## src/rtl/lsu_mem_if.sv

```systemverilog
// lsu_mem_if: load/store unit between the core execute stage and data memory.
// Accepts one request at a time, steers bytes onto memory lanes, generates byte
// enables, extends load data, rejects misaligned/illegal-size requests without
// touching memory, and stalls the core while memory inserts wait states.
// Optional feature: define LSU_TIMEOUT_EN to fault a request whose memory
// transaction stays unanswered for TIMEOUT BUSY cycles.
module lsu_mem_if #(
    parameter int XLEN    = 32,
    parameter int TIMEOUT = 15
) (
    input  logic              clk,
    input  logic              rst,
    input  logic              req_valid,
    output logic              req_ready,
    input  logic              req_we,
    input  logic [1:0]        req_size,
    input  logic              req_unsigned,
    input  logic [XLEN-1:0]   req_addr,
    input  logic [XLEN-1:0]   req_wdata,
    output logic              stall,
    output logic              rsp_valid,
    output logic [XLEN-1:0]   rsp_rdata,
    output logic              rsp_fault,
    output logic              mem_valid,
    input  logic              mem_ready,
    output logic              mem_we,
    output logic [XLEN-1:0]   mem_addr,
    output logic [XLEN/8-1:0] mem_be,
    output logic [XLEN-1:0]   mem_wdata,
    input  logic [XLEN-1:0]   mem_rdata
);

    localparam int NB   = XLEN / 8;
    localparam int OFFW = $clog2(NB);

    typedef enum logic [1:0] {
        IDLE = 2'd0,
        BUSY = 2'd1,
        RESP = 2'd2
    } state_t;

    state_t            state_reg;
    logic [OFFW-1:0]   off_reg;
    logic [1:0]        size_reg;
    logic              uns_reg;

`ifdef LSU_TIMEOUT_EN
    localparam int CW = $clog2(TIMEOUT + 1);
    logic [CW-1:0]     wait_cnt_reg;
`endif

    // Lanes covered by an access of 2^sz bytes starting at lane 0.
    function automatic logic [NB-1:0] size_lanes(input logic [1:0] sz);
        logic [NB-1:0] lanes;
        lanes = '0;
        for (int i = 0; i < NB; i++) begin
            lanes[i] = (i < (1 << sz));
        end
        return lanes;
    endfunction

    logic              accept;
    logic              illegal;
    logic [2:0]        align_mask;
    logic [OFFW-1:0]   req_off;
    logic [NB-1:0]     load_lanes;
    logic [XLEN-1:0]   load_mask;
    logic [XLEN-1:0]   rd_shift;
    logic              load_sign;
    logic [XLEN-1:0]   load_ext;

    assign req_ready = (state_reg == IDLE);
    assign stall     = ((state_reg == IDLE) && req_valid) || (state_reg == BUSY);
    assign accept    = req_valid && req_ready;
    assign req_off   = req_addr[OFFW-1:0];

    // Request legality: address must be a multiple of the access size, and a
    // double access only exists on a 64-bit datapath.
    always_comb begin
        align_mask = 3'b000;
        case (req_size)
            2'b00:   align_mask = 3'b000;
            2'b01:   align_mask = 3'b001;
            2'b10:   align_mask = 3'b011;
            default: align_mask = 3'b111;
        endcase
        illegal = (|(req_addr[2:0] & align_mask)) ||
                  ((req_size == 2'b11) && (XLEN == 32));
    end

    // Expand the latched access size into a per-bit load mask.
    assign load_lanes = size_lanes(size_reg);
    for (genvar gi = 0; gi < NB; gi++) begin : g_load_mask
        assign load_mask[8*gi +: 8] = {8{load_lanes[gi]}};
    end

    assign rd_shift = mem_rdata >> {off_reg, 3'b000};

    // Sign bit of the truncated load value; a full-width access never extends
    // because its mask covers every bit.
    always_comb begin
        load_sign = 1'b0;
        case (size_reg)
            2'b00:   load_sign = rd_shift[7];
            2'b01:   load_sign = rd_shift[15];
            2'b10:   load_sign = rd_shift[31];
            default: load_sign = rd_shift[XLEN-1];
        endcase
        load_ext = (rd_shift & load_mask) |
                   ((load_sign && !uns_reg) ? ~load_mask : '0);
    end

    // Main control FSM with registered memory-side and response outputs.
    always_ff @(posedge clk or posedge rst) begin
        if (rst) begin
            state_reg    <= IDLE;
            off_reg      <= '0;
            size_reg     <= '0;
            uns_reg      <= 1'b0;
            mem_valid    <= 1'b0;
            mem_we       <= 1'b0;
            mem_addr     <= '0;
            mem_be       <= '0;
            mem_wdata    <= '0;
            rsp_valid    <= 1'b0;
            rsp_fault    <= 1'b0;
            rsp_rdata    <= '0;
`ifdef LSU_TIMEOUT_EN
            wait_cnt_reg <= '0;
`endif
        end else begin
            case (state_reg)
                IDLE: begin
                    if (accept) begin
                        off_reg  <= req_off;
                        size_reg <= req_size;
                        uns_reg  <= req_unsigned;
                        if (illegal) begin
                            // Rejected without a memory transaction.
                            rsp_valid <= 1'b1;
                            rsp_fault <= 1'b1;
                            rsp_rdata <= '0;
                            state_reg <= RESP;
                        end else begin
                            mem_valid <= 1'b1;
                            mem_we    <= req_we;
                            mem_addr  <= {req_addr[XLEN-1:OFFW], {OFFW{1'b0}}};
                            mem_be    <= size_lanes(req_size) << req_off;
                            mem_wdata <= req_wdata << {req_off, 3'b000};
`ifdef LSU_TIMEOUT_EN
                            wait_cnt_reg <= '0;
`endif
                            state_reg <= BUSY;
                        end
                    end
                end
                BUSY: begin
                    if (mem_ready) begin
                        mem_valid <= 1'b0;
                        rsp_valid <= 1'b1;
                        rsp_fault <= 1'b0;
                        rsp_rdata <= mem_we ? '0 : load_ext;
                        state_reg <= RESP;
                    end
`ifdef LSU_TIMEOUT_EN
                    else if (wait_cnt_reg == CW'(TIMEOUT - 1)) begin
                        // This cycle's miss brings the count to TIMEOUT.
                        mem_valid <= 1'b0;
                        rsp_valid <= 1'b1;
                        rsp_fault <= 1'b1;
                        rsp_rdata <= '0;
                        state_reg <= RESP;
                    end else begin
                        wait_cnt_reg <= wait_cnt_reg + 1'b1;
                    end
`endif
                end
                RESP: begin
                    rsp_valid <= 1'b0;
                    rsp_fault <= 1'b0;
                    rsp_rdata <= '0;
                    state_reg <= IDLE;
                end
                default: begin
                    state_reg <= IDLE;
                end
            endcase
        end
    end

endmodule

```

## config.mk

```make
export PLATFORM = sky130hd
export DESIGN_NAME = lsu_mem_if
export DESIGN_NICKNAME = d
export VERILOG_FILES = /design/src/rtl/lsu_mem_if.sv
export SDC_FILE = /design/constraint.sdc
export NUM_CORES = 1
export LEC_CHECK = 0
export ABC_CLOCK_PERIOD_IN_PS = 9700
export CAP_MARGIN = 20
export CORE_ASPECT_RATIO = 1.4
export CORE_UTILIZATION = 60
export DETAILED_ROUTE_END_ITERATION = 8
export DONT_BUFFER_PORTS = 1
export PLACE_DENSITY = 0.73
export RECOVER_POWER = 100
export SYNTH_ARGS = -nofsm -noshare
export SYNTH_HDL_FRONTEND = slang
export SYNTH_SLANG_ARGS = --single-unit
```

## constraint.sdc

```tcl
create_clock -name clk -period 9.7 [get_ports clk]
set_input_delay 1.94 -clock clk [delete_from_list [all_inputs] [get_ports clk]]
set_output_delay 1.94 -clock clk [all_outputs]
set_load 0.01 [all_outputs]
```

==> results of run 1 <==
cell families (layout without fill, tap and decap cells):
logic type,count (synthesis),count (layout),synth area share [%]
AOI/OAI and AO/OA,129,129,17.2
DFF,109,109,52.0
buffers and inverters,45,30,4.08
and+or+nand+nor,106,106,9.54
muxes,78,78,16.2
other,1,2,0.0715
adders and majority gates,4,4,0.954
cell usage after synthesis, types with 2 or more instances:
library cell and number:
a32o_1 23, a211oi_1 10, mux2_2 45, nand2b_1 4, buf_2 18, o31ai_1 9
nand3b_1 2, and2b_1 2, ha_1 4, dfrtp_1 109, clkbuf_1 11, buf_4 2
buf_1 5, nand2_1 61, mux2i_1 32, o21ai_1 9, a211o_1 7, o21ai_0 31
nor2_1 13, nor2b_1 17, buf_6 2, a22o_1 9, a21oi_1 24, inv_1 7
cell usage in the layout, fill, tap and decap left out, types with 2 or more instances in the layout:
cell,count
ha_1,4
nand2b_1,4
o21ai_1,3
mux2i_1,32
buf_4,3
and2b_1,2
o31ai_1,9
a21oi_1,24
a32o_1,23
mux2_2,45
conb_1,2
a22o_1,9
inv_1,6
nand2_1,61
nor2b_1,17
o21ai_0,37
dfrtp_1,109
a211oi_1,10
nand3b_1,2
clkbuf_1,4
inv_6,3
clkbuf_16,9
nor2_1,13
a211o_1,7
path summary, 6_finish.rpt:
path | startpoint | end | slack [ns]
hold / removal | uns_reg$_DFFE_PP0P_ | uns_reg$_DFFE_PP0P_ | 0.51
setup / recovery | req_addr[0] | mem_wdata[0]$_DFFE_PP0P_ | 4.21
setup reg to reg | state_reg[0]$_DFFE_PP0P_ | mem_wdata[0]$_DFFE_PP0P_ | 5.16
hold reg to reg | uns_reg$_DFFE_PP0P_ | uns_reg$_DFFE_PP0P_ | 0.51
min in group asynchronous | rst | mem_addr[21]$_DFFE_PP0P_ | 1.63
max in group asynchronous | rst | mem_addr[5]$_DFFE_PP0P_ | 6.02
final cells by class:
class	count	area share (%)
multi-input combinational	319	41.6
clock inverter	5	0.768
timing repair buffer	7	1.11
inverter	7	0.497
tap	105	2.37
sequential	109	49.2
clock buffer	11	4.38
per-layer routing:
| layer | global-route usage (%) | routed length [um] |
|---|---|---|
| met5 | 0 | 0 |
| met4 | 12.4 | 401 |
| met3 | 8.05 | 1010 |
| met2 | 46.1 | 6220 |
| met1 | 30.9 | 4390 |
critical path, stage by stage:
cell	delay, ns
o21ai_0	0.13
nand4_1	0.43
clkbuf_1	2.52
o21ai_0	0.48
report_power, final:
part / internal, mW / switching (mW)
clock network: 0.185 / 0.168
registers: 0.624 / 0.213
logic: 0.225 / 0.274
==> flow_summary.toml, run 1 <==
[run_status]
status = "finished, violations left"
violations = "capacitance limit, slew limit"

[layout]
multi_input_area_um2 = 2310
fillCellCount = 669
drive_gt1_share_pct = 15.3
ff_latch_area_um2 = 2730
reg.largest.list = "mem_wdata (32), rsp_rdata (32), mem_addr (30)"
antenna_cells = 0
final_nets = 561
stdcell_count = 563
area_growth_pct = 5.63
fin_area_um2 = 5540
fin_util_pct = 65.1

[timing]
max_freq_ghz = 0.182
fin_ws_ns = 4.21
finalMaxSlewViolations = 116
holdWs_ns = 0.510
finClkSkew_ns = 0.00539
setup_viol = 0
maxSlewHeadroom_pct = -134
post-route-period-util_pct = 56.5
fin_crit_ns = 5.49
rsz0062_at_grt = "no"
hold_viol = 0
tightest_slew_ns = 3.52
tns_ns = 0

[critical_path]
end_kind = "register"
cp.arrival_ns = 5.54
worstPathMaxFanout = 86
cp.required_ns = 9.75
start_kind = "primary input"
reg2reg_depth = 5
crit_type = "primary input to register"

[global_routing]
grt_pass1_wl_mm = 18.4
grt_max_degree = 89
grt_antenna_before_repair = 0
grt_overflow = 0
grt_use_total_pct = 27.2
grt_pass1_vias = 3633

[place]
gp_congestion = 0.839
placedCellCount = 546
placed_cell_area_um2 = 5240
hpwlAfterDp_mm = 8.62
place_ws_ns = 5.46
port_buffers = 0

[worst_hold_path]
min_path_cells = 1
hold_class = "register to register"

[synthesis]
netlist_instances = 472
ys_ff_latch = 109
ys.flop_type = "dfrtp_1"
yosys_warnings = 0
synth_area_um2 = 5250
synthTopCellsByArea = "dfrtp_1, mux2_2, mux2i_1, a32o_1, nand2_1"
postSynthAreaPerCell_um2 = 11.1
synth_edf_count = 0
yosysSeqAreaShare_pct = 52.0
synth_top_area_share_pct = 52.0
synthArstFlopShare_pct = 100
synthDistinctLibCells = 40
synth_top_area_cell = "dfrtp_1"

[clocking]
clockBufferDepth = 2
h-tree-depth = 3
cts.repair.resized = 0
clock_sinks = 109
clk_pin_slew_ns = 0.07
ctsRootBufferMaster = "clkbuf_16"
cts_inserted_buffers = 9
ctsHoldBuffers = 0
cts_tree = "done"
clkLatencyLatePin_ns = 0.34
post-cts-setup-buffers = 0

[die]
dieHeight_um = 113
row_count = 40
dieArea_um2 = 9120
core_area_um2 = 8510
boundaryPins = 210
die_x_um = 81.0
start_util_pct = 61.6

[pwr]
irDropWorstVdd_uv = 201
p_leak_nw = 2.47
p_per_area_nw_per_um2 = 305
p_total_mw = 1.69

[detailed_routing]
vias_per_cell = 6.42
num_vias = 3615
ant_nets = 0
dr.pass1.iters = 5
first_iter_violations = 170
routedWlPerCell_um = 21.4
drcViolationCount = 0
wirelength_mm = 12.0

[run]
drv_cap = 2
(Power assumes the default switching activity.)
==> inputs of run 2 (changes only) <==
--- a/config.mk
+++ b/config.mk
@@ -5,13 +5,13 @@
 export SDC_FILE = /design/constraint.sdc
 export NUM_CORES = 1
 export LEC_CHECK = 0
-export ABC_CLOCK_PERIOD_IN_PS = 9700
+export ABC_CLOCK_PERIOD_IN_PS = 4900
 export CAP_MARGIN = 20
 export CORE_ASPECT_RATIO = 1.4
-export CORE_UTILIZATION = 60
+export CORE_UTILIZATION = 57
 export DETAILED_ROUTE_END_ITERATION = 8
 export DONT_BUFFER_PORTS = 1
-export PLACE_DENSITY = 0.73
+export PLACE_DENSITY = 0.72
 export RECOVER_POWER = 100
 export SYNTH_ARGS = -nofsm -noshare
 export SYNTH_HDL_FRONTEND = slang
==> constraint.sdc (replaced) <==
create_clock -name clk -period 4.9 [get_ports clk]
set_input_delay 0.98 -clock clk [delete_from_list [all_inputs] [get_ports clk]]
set_output_delay 0.98 -clock clk [all_outputs]
set_load 0.01 [all_outputs]
==> run 2 against run 1 <==
The flow still finishes with violations (capacitance limit, slew limit). Critical path depth rose by 3. Sequential cell count did not move. Largest cell class unchanged. Combinational power rose by 98%. Utilization fell by 3.7 points. Clock power rose by 96%. Global-route usage fell by 2.6 points. Register-to-register slack got worse by 3.2 ns. Sequential power rose by 97%. Power rose by 97%. Final cell count did not move. Hold slack improved by 0.0030 ns. Highest routed layer unchanged.
==> flow_summary.toml, run 2 (synthesis gave the netlist of run 1 again) <==
[detailed_routing]
drcViolationCount = 0
ant_nets = 0
wirelength_mm = 11.9
dr.pass1.iters = 5
first_iter_violations = 161
vias_per_cell = 6.38
routedWlPerCell_um = 21.1
num_vias = 3593

[timing]
finClkSkew_ns = 0.0106
tns_ns = 0
setup_viol = 0
max_freq_ghz = 0.336
post-route-period-util_pct = 60.7
finalMaxSlewViolations = 167
fin_crit_ns = 2.97
hold_viol = 0
maxSlewHeadroom_pct = -96.7
fin_ws_ns = 1.93
tightest_slew_ns = 2.93
rsz0062_at_grt = "no"

[clocking]
clockBufferDepth = 2
clkLatencyLatePin_ns = 0.35
h-tree-depth = 3
clock_sinks = 109
ctsHoldBuffers = 0
cts.repair.resized = 0
clk_pin_slew_ns = 0.07
cts_inserted_buffers = 9
cts_tree = "done"
ctsRootBufferMaster = "clkbuf_16"
post-cts-setup-buffers = 0

[critical_path]
rrSetupSlack_ns = 1.93
end_kind = "register"
worstPathMaxFanout = 30
cp.required_ns = 5.18
crit_type = "register to register"
critPathSlowestCell = "clkbuf_1"
slowest_delay_ns = 1.04
start_kind = "register"
cp.arrival_ns = 3.25
path_cells = "inv_1 > ha_1 > nand2b_1 > nand3b_1 > or2_0 > clkbuf_1 > a22o_1"

[pwr]
p_per_area_nw_per_um2 = 604
power_switching_mw = 1.30
intPower_mw = 2.03
clkPwrFrac_pct = 20.7
power.share.switching_pct = 39.1
p_leak_nw = 2.46
p_seq_share_pct = 49.6
irDropWorstVdd_uv = 300
pwr-share-comb_pct = 29.7

[run_status]
status = "finished, violations left"
violations = "capacitance limit, slew limit"

[place]
port_buffers = 0
hpwlAfterDp_mm = 8.61
placedCellCount = 547
gp_congestion = 0.845
place_ws_ns = 2.08

[worst_hold_path]
hold_class = "register to register"

[global_routing]
grt_pass1_wl_mm = 18.3
grt.met3_usage_pct = 9.54
grt_use_total_pct = 24.6
grtUsageMet2_pct = 42.3
grt_antenna_before_repair = 0
grt_overflow = 0
grt_max_degree = 97
busiest_layer = "met2"
use_met1_pct = 27.1
grt_pass1_vias = 3576

[die]
core_area_um2 = 8980
start_util_pct = 58.4
boundaryPins = 210
row_count = 41
dieArea_um2 = 9590
die_x_um = 83.1
dieHeight_um = 116

[run]
drv_cap = 2

[layout]
drive_gt1_share_pct = 15.6
most-common-layout-cells = "dfrtp_1, nand2_1, mux2_2"
stdcell_count = 563
area_growth_pct = 5.15
antenna_cells = 0
reg.largest.list = "mem_wdata (32), rsp_rdata (32), mem_addr (30)"
layout_commonest_cell = "dfrtp_1"
final_nets = 560
run 2: cell type report:
| class | count | area [um^2] |
|---|---|---|
| fillers | 733 | 3460 |
| flip-flops and latches | 109 | 2730 |
| multi-input cells | 319 | 2310 |
| clock buffers | 9 | 225 |
| well taps | 107 | 134 |
| clock inverters | 6 | 55.1 |
| repair buffers | 6 | 38.8 |
| inverters | 7 | 27.5 |
run 2: final timing paths:
| path | from | end | cells after the start |
|---|---|---|---|
| worst max-delay path | state_reg[1]$_DFFE_PP0P_ | rsp_rdata[14]$_DFFE_PP0P_ | 7 |
| worst max register to register | state_reg[1]$_DFFE_PP0P_ | rsp_rdata[14]$_DFFE_PP0P_ | 7 |
| worst min-delay path | uns_reg$_DFFE_PP0P_ | uns_reg$_DFFE_PP0P_ | 1 |
| max in group asynchronous | rst | mem_wdata[10]$_DFFE_PP0P_ | 2 |
| worst min register to register | uns_reg$_DFFE_PP0P_ | uns_reg$_DFFE_PP0P_ | 1 |
| min in group asynchronous | rst | mem_we$_DFFE_PP0P_ | 1 |
run 2: stage by stage:
stage / instance area [um^2] / power, mW / utilization, % / hold slack (ns)
global placement: 5240 / 2.61 / 58.3 / 0.494
floorplan: 5250 / 2.45 / - / 0.479
detailed placement: 5240 / 2.66 / 58.3 / 0.502
finish: 5520 / 3.33 / 61.4 / 0.513
CTS: 5520 / 3.35 / 61.4 / 0.518
global route: 5520 / 3.54 / 61.4 / 0.536
run 2: power by group through the flow:
stage / sequential, mW / combinational, mW / clock (mW)
global route: 1.70 / 1.10 / 0.740
floorplan: 1.56 / 0.890 / 0
detailed placement: 1.67 / 0.991 / 0
CTS: 1.66 / 0.991 / 0.704
global placement: 1.66 / 0.948 / 0
finish: 1.65 / 0.989 / 0.691
run 2: worst max-delay path: cells and delay by family, from the launching register on:
family          cells  cell delay, ns
compound gates      1            0.29
fa+ha+maj           1            0.35
buf+inv             2            1.16
flops               1            0.41
simple gates        3            0.68
run 2: layer usage:
| metal | routed length (um) | up-vias |
|---|---|---|
| met5 | 0 | - |
| met4 | 230 | 0 |
| met3 | 1090 | 15 |
| met2 | 6280 | 156 |
| met1 | 4280 | 1769 |
| li1 | - | 1653 |
==> inputs of run 3 (changes only) <==
--- a/config.mk
+++ b/config.mk
@@ -5,13 +5,13 @@
 export SDC_FILE = /design/constraint.sdc
 export NUM_CORES = 1
 export LEC_CHECK = 0
-export ABC_CLOCK_PERIOD_IN_PS = 4900
+export ABC_CLOCK_PERIOD_IN_PS = 3000
 export CAP_MARGIN = 20
 export CORE_ASPECT_RATIO = 1.4
-export CORE_UTILIZATION = 57
+export CORE_UTILIZATION = 60
 export DETAILED_ROUTE_END_ITERATION = 8
 export DONT_BUFFER_PORTS = 1
-export PLACE_DENSITY = 0.72
+export PLACE_DENSITY = 0.73
 export RECOVER_POWER = 100
 export SYNTH_ARGS = -nofsm -noshare
 export SYNTH_HDL_FRONTEND = slang
==> constraint.sdc (replaced) <==
create_clock -name clk -period 3 [get_ports clk]
set_input_delay 0.6 -clock clk [delete_from_list [all_inputs] [get_ports clk]]
set_output_delay 0.6 -clock clk [all_outputs]
set_load 0.01 [all_outputs]
==> run 3 against run 2 <==
The flow still finishes with violations (capacitance limit, slew limit). Critical path depth shrank 2. Design area grew 1.0%. Clock-buffer cell count is the same.
==> flow_summary.toml, run 3 (synthesis gave the netlist of run 1 again) <==
[place]
gp_congestion = 0.801
hpwlAfterDp_mm = 8.94
placedCellCount = 548
place_ws_ns = 0.502
port_buffers = 0

[timing]
holdWs_ns = 0.349
post-route-period-util_pct = 76.0
maxSlewHeadroom_pct = -9.56
hold_viol = 0
tightest_slew_ns = 1.63
fin_crit_ns = 2.28
finalMaxSlewViolations = 36
fin_ws_ns = 0.721
tns_ns = 0
max_freq_ghz = 0.439
setup_viol = 0
finClkSkew_ns = 0.00643
rsz0062_at_grt = "no"

[clocking]
cts_tree = "done"
clockBufferDepth = 2
clk_pin_slew_ns = 0.07
clkLatencyLatePin_ns = 0.35
ctsRootBufferMaster = "clkbuf_16"
h-tree-depth = 3
cts.repair.resized = 0
post-cts-setup-buffers = 0
ctsHoldBuffers = 0
cts_inserted_buffers = 9
clock_sinks = 109

[layout]
most-common-layout-cells = "dfrtp_1, nand2_1, mux2_2"
layout_commonest_cell = "dfrtp_1"
stdcell_count = 566
multi_input_area_um2 = 2310
final_nets = 563
reg.largest.list = "mem_wdata (32), rsp_rdata (32), mem_addr (30)"
fillCellCount = 678
ff_latch_area_um2 = 2730
drive_gt1_share_pct = 16.1
area_growth_pct = 6.20

[detailed_routing]
wirelength_mm = 12.4
ant_nets = 0
first_iter_violations = 216
routedWlPerCell_um = 21.9
vias_per_cell = 6.48
dr.pass1.iters = 5
drcViolationCount = 0
num_vias = 3665

[critical_path]
cp.arrival_ns = 2.51
start_kind = "register"
end_kind = "register"
startpoint = "state_reg[0]$_DFFE_PP0P_"
worstPathMaxFanout = 96
cp.required_ns = 3.23
crit_type = "register to register"
r2r_start = "state_reg[0]$_DFFE_PP0P_"

[worst_hold_path]
min_from = "req_addr[1]"
hold_class = "primary input to register"

[die]
boundaryPins = 210
start_util_pct = 61.6
dieArea_um2 = 9120
core_area_um2 = 8510
row_count = 40
die_x_um = 81.0
dieHeight_um = 113

[global_routing]
grt_pass1_vias = 3737
grt_max_degree = 97
grt_antenna_before_repair = 1
grt_overflow = 0
grt_pass1_wl_mm = 19.4
grt_use_total_pct = 28.7

[run_status]
violations = "capacitance limit, slew limit"
status = "finished, violations left"

[pwr]
p_per_area_nw_per_um2 = 990
p_leak_nw = 2.49
irDropWorstVdd_uv = 560

[run]
drv_cap = 1
==> run 3: path summary, 6_finish.rpt <==
path	to	slack (ns)	cells after the start
max	mem_addr[19]$_DFFE_PP0P_	0.72	5
min	mem_wdata[12]$_DFFE_PP0P_	0.35	1
max reg2reg	mem_addr[19]$_DFFE_PP0P_	0.72	5
min reg2reg	uns_reg$_DFFE_PP0P_	0.51	1
max in group asynchronous	mem_addr[23]$_DFFE_PP0P_	1.33	2
min in group asynchronous	rsp_rdata[3]$_DFFE_PP0P_	0.52	1
==> run 3: layout make-up <==
type / count / area share, %
flip-flops and latches: 109 / 49.0
multi-input cells: 319 / 41.4
clock buffers: 9 / 4.04
well taps: 105 / 2.36
repair buffers: 9 / 1.66
clock inverters: 7 / 1.01
inverters: 7 / 0.494
diodes: 1 / 0.0449
==> run 3: worst max-delay path, cell delays in order (launching register included) <==
cell and delay, ns:
dfrtp_1 0.40, inv_1 0.08, ha_1 0.31, nand4_1 0.11
clkbuf_4 0.79, mux2_2 0.42
==> run 3: layer usage <==
layer | routed length, um | GRT usage, %
met1 | 4270 | 31.8
met3 | 1100 | 9.43
met4 | 410 | 14.2
met2 | 6600 | 48.5
met5 | 0 | 0
==> run 3: metrics by stage <==
stage                     instance area [um^2]  util, %  power (mW)
after CTS                                 5560     65.4        5.53
after detailed placement                  5280     62.1        4.39
final                                     5570     65.5        5.52
after global routing                      5570     65.5        5.86
after global placement                    5280     62.1        4.31
after floorplan                           5250        -        4.00
==> run 3: report_power, final <==
part	switching (mW)	internal [mW]	total, mW
Clock	0.550	0.577	1.13
Combinational	0.923	0.756	1.68
Sequential	0.692	2.02	2.71
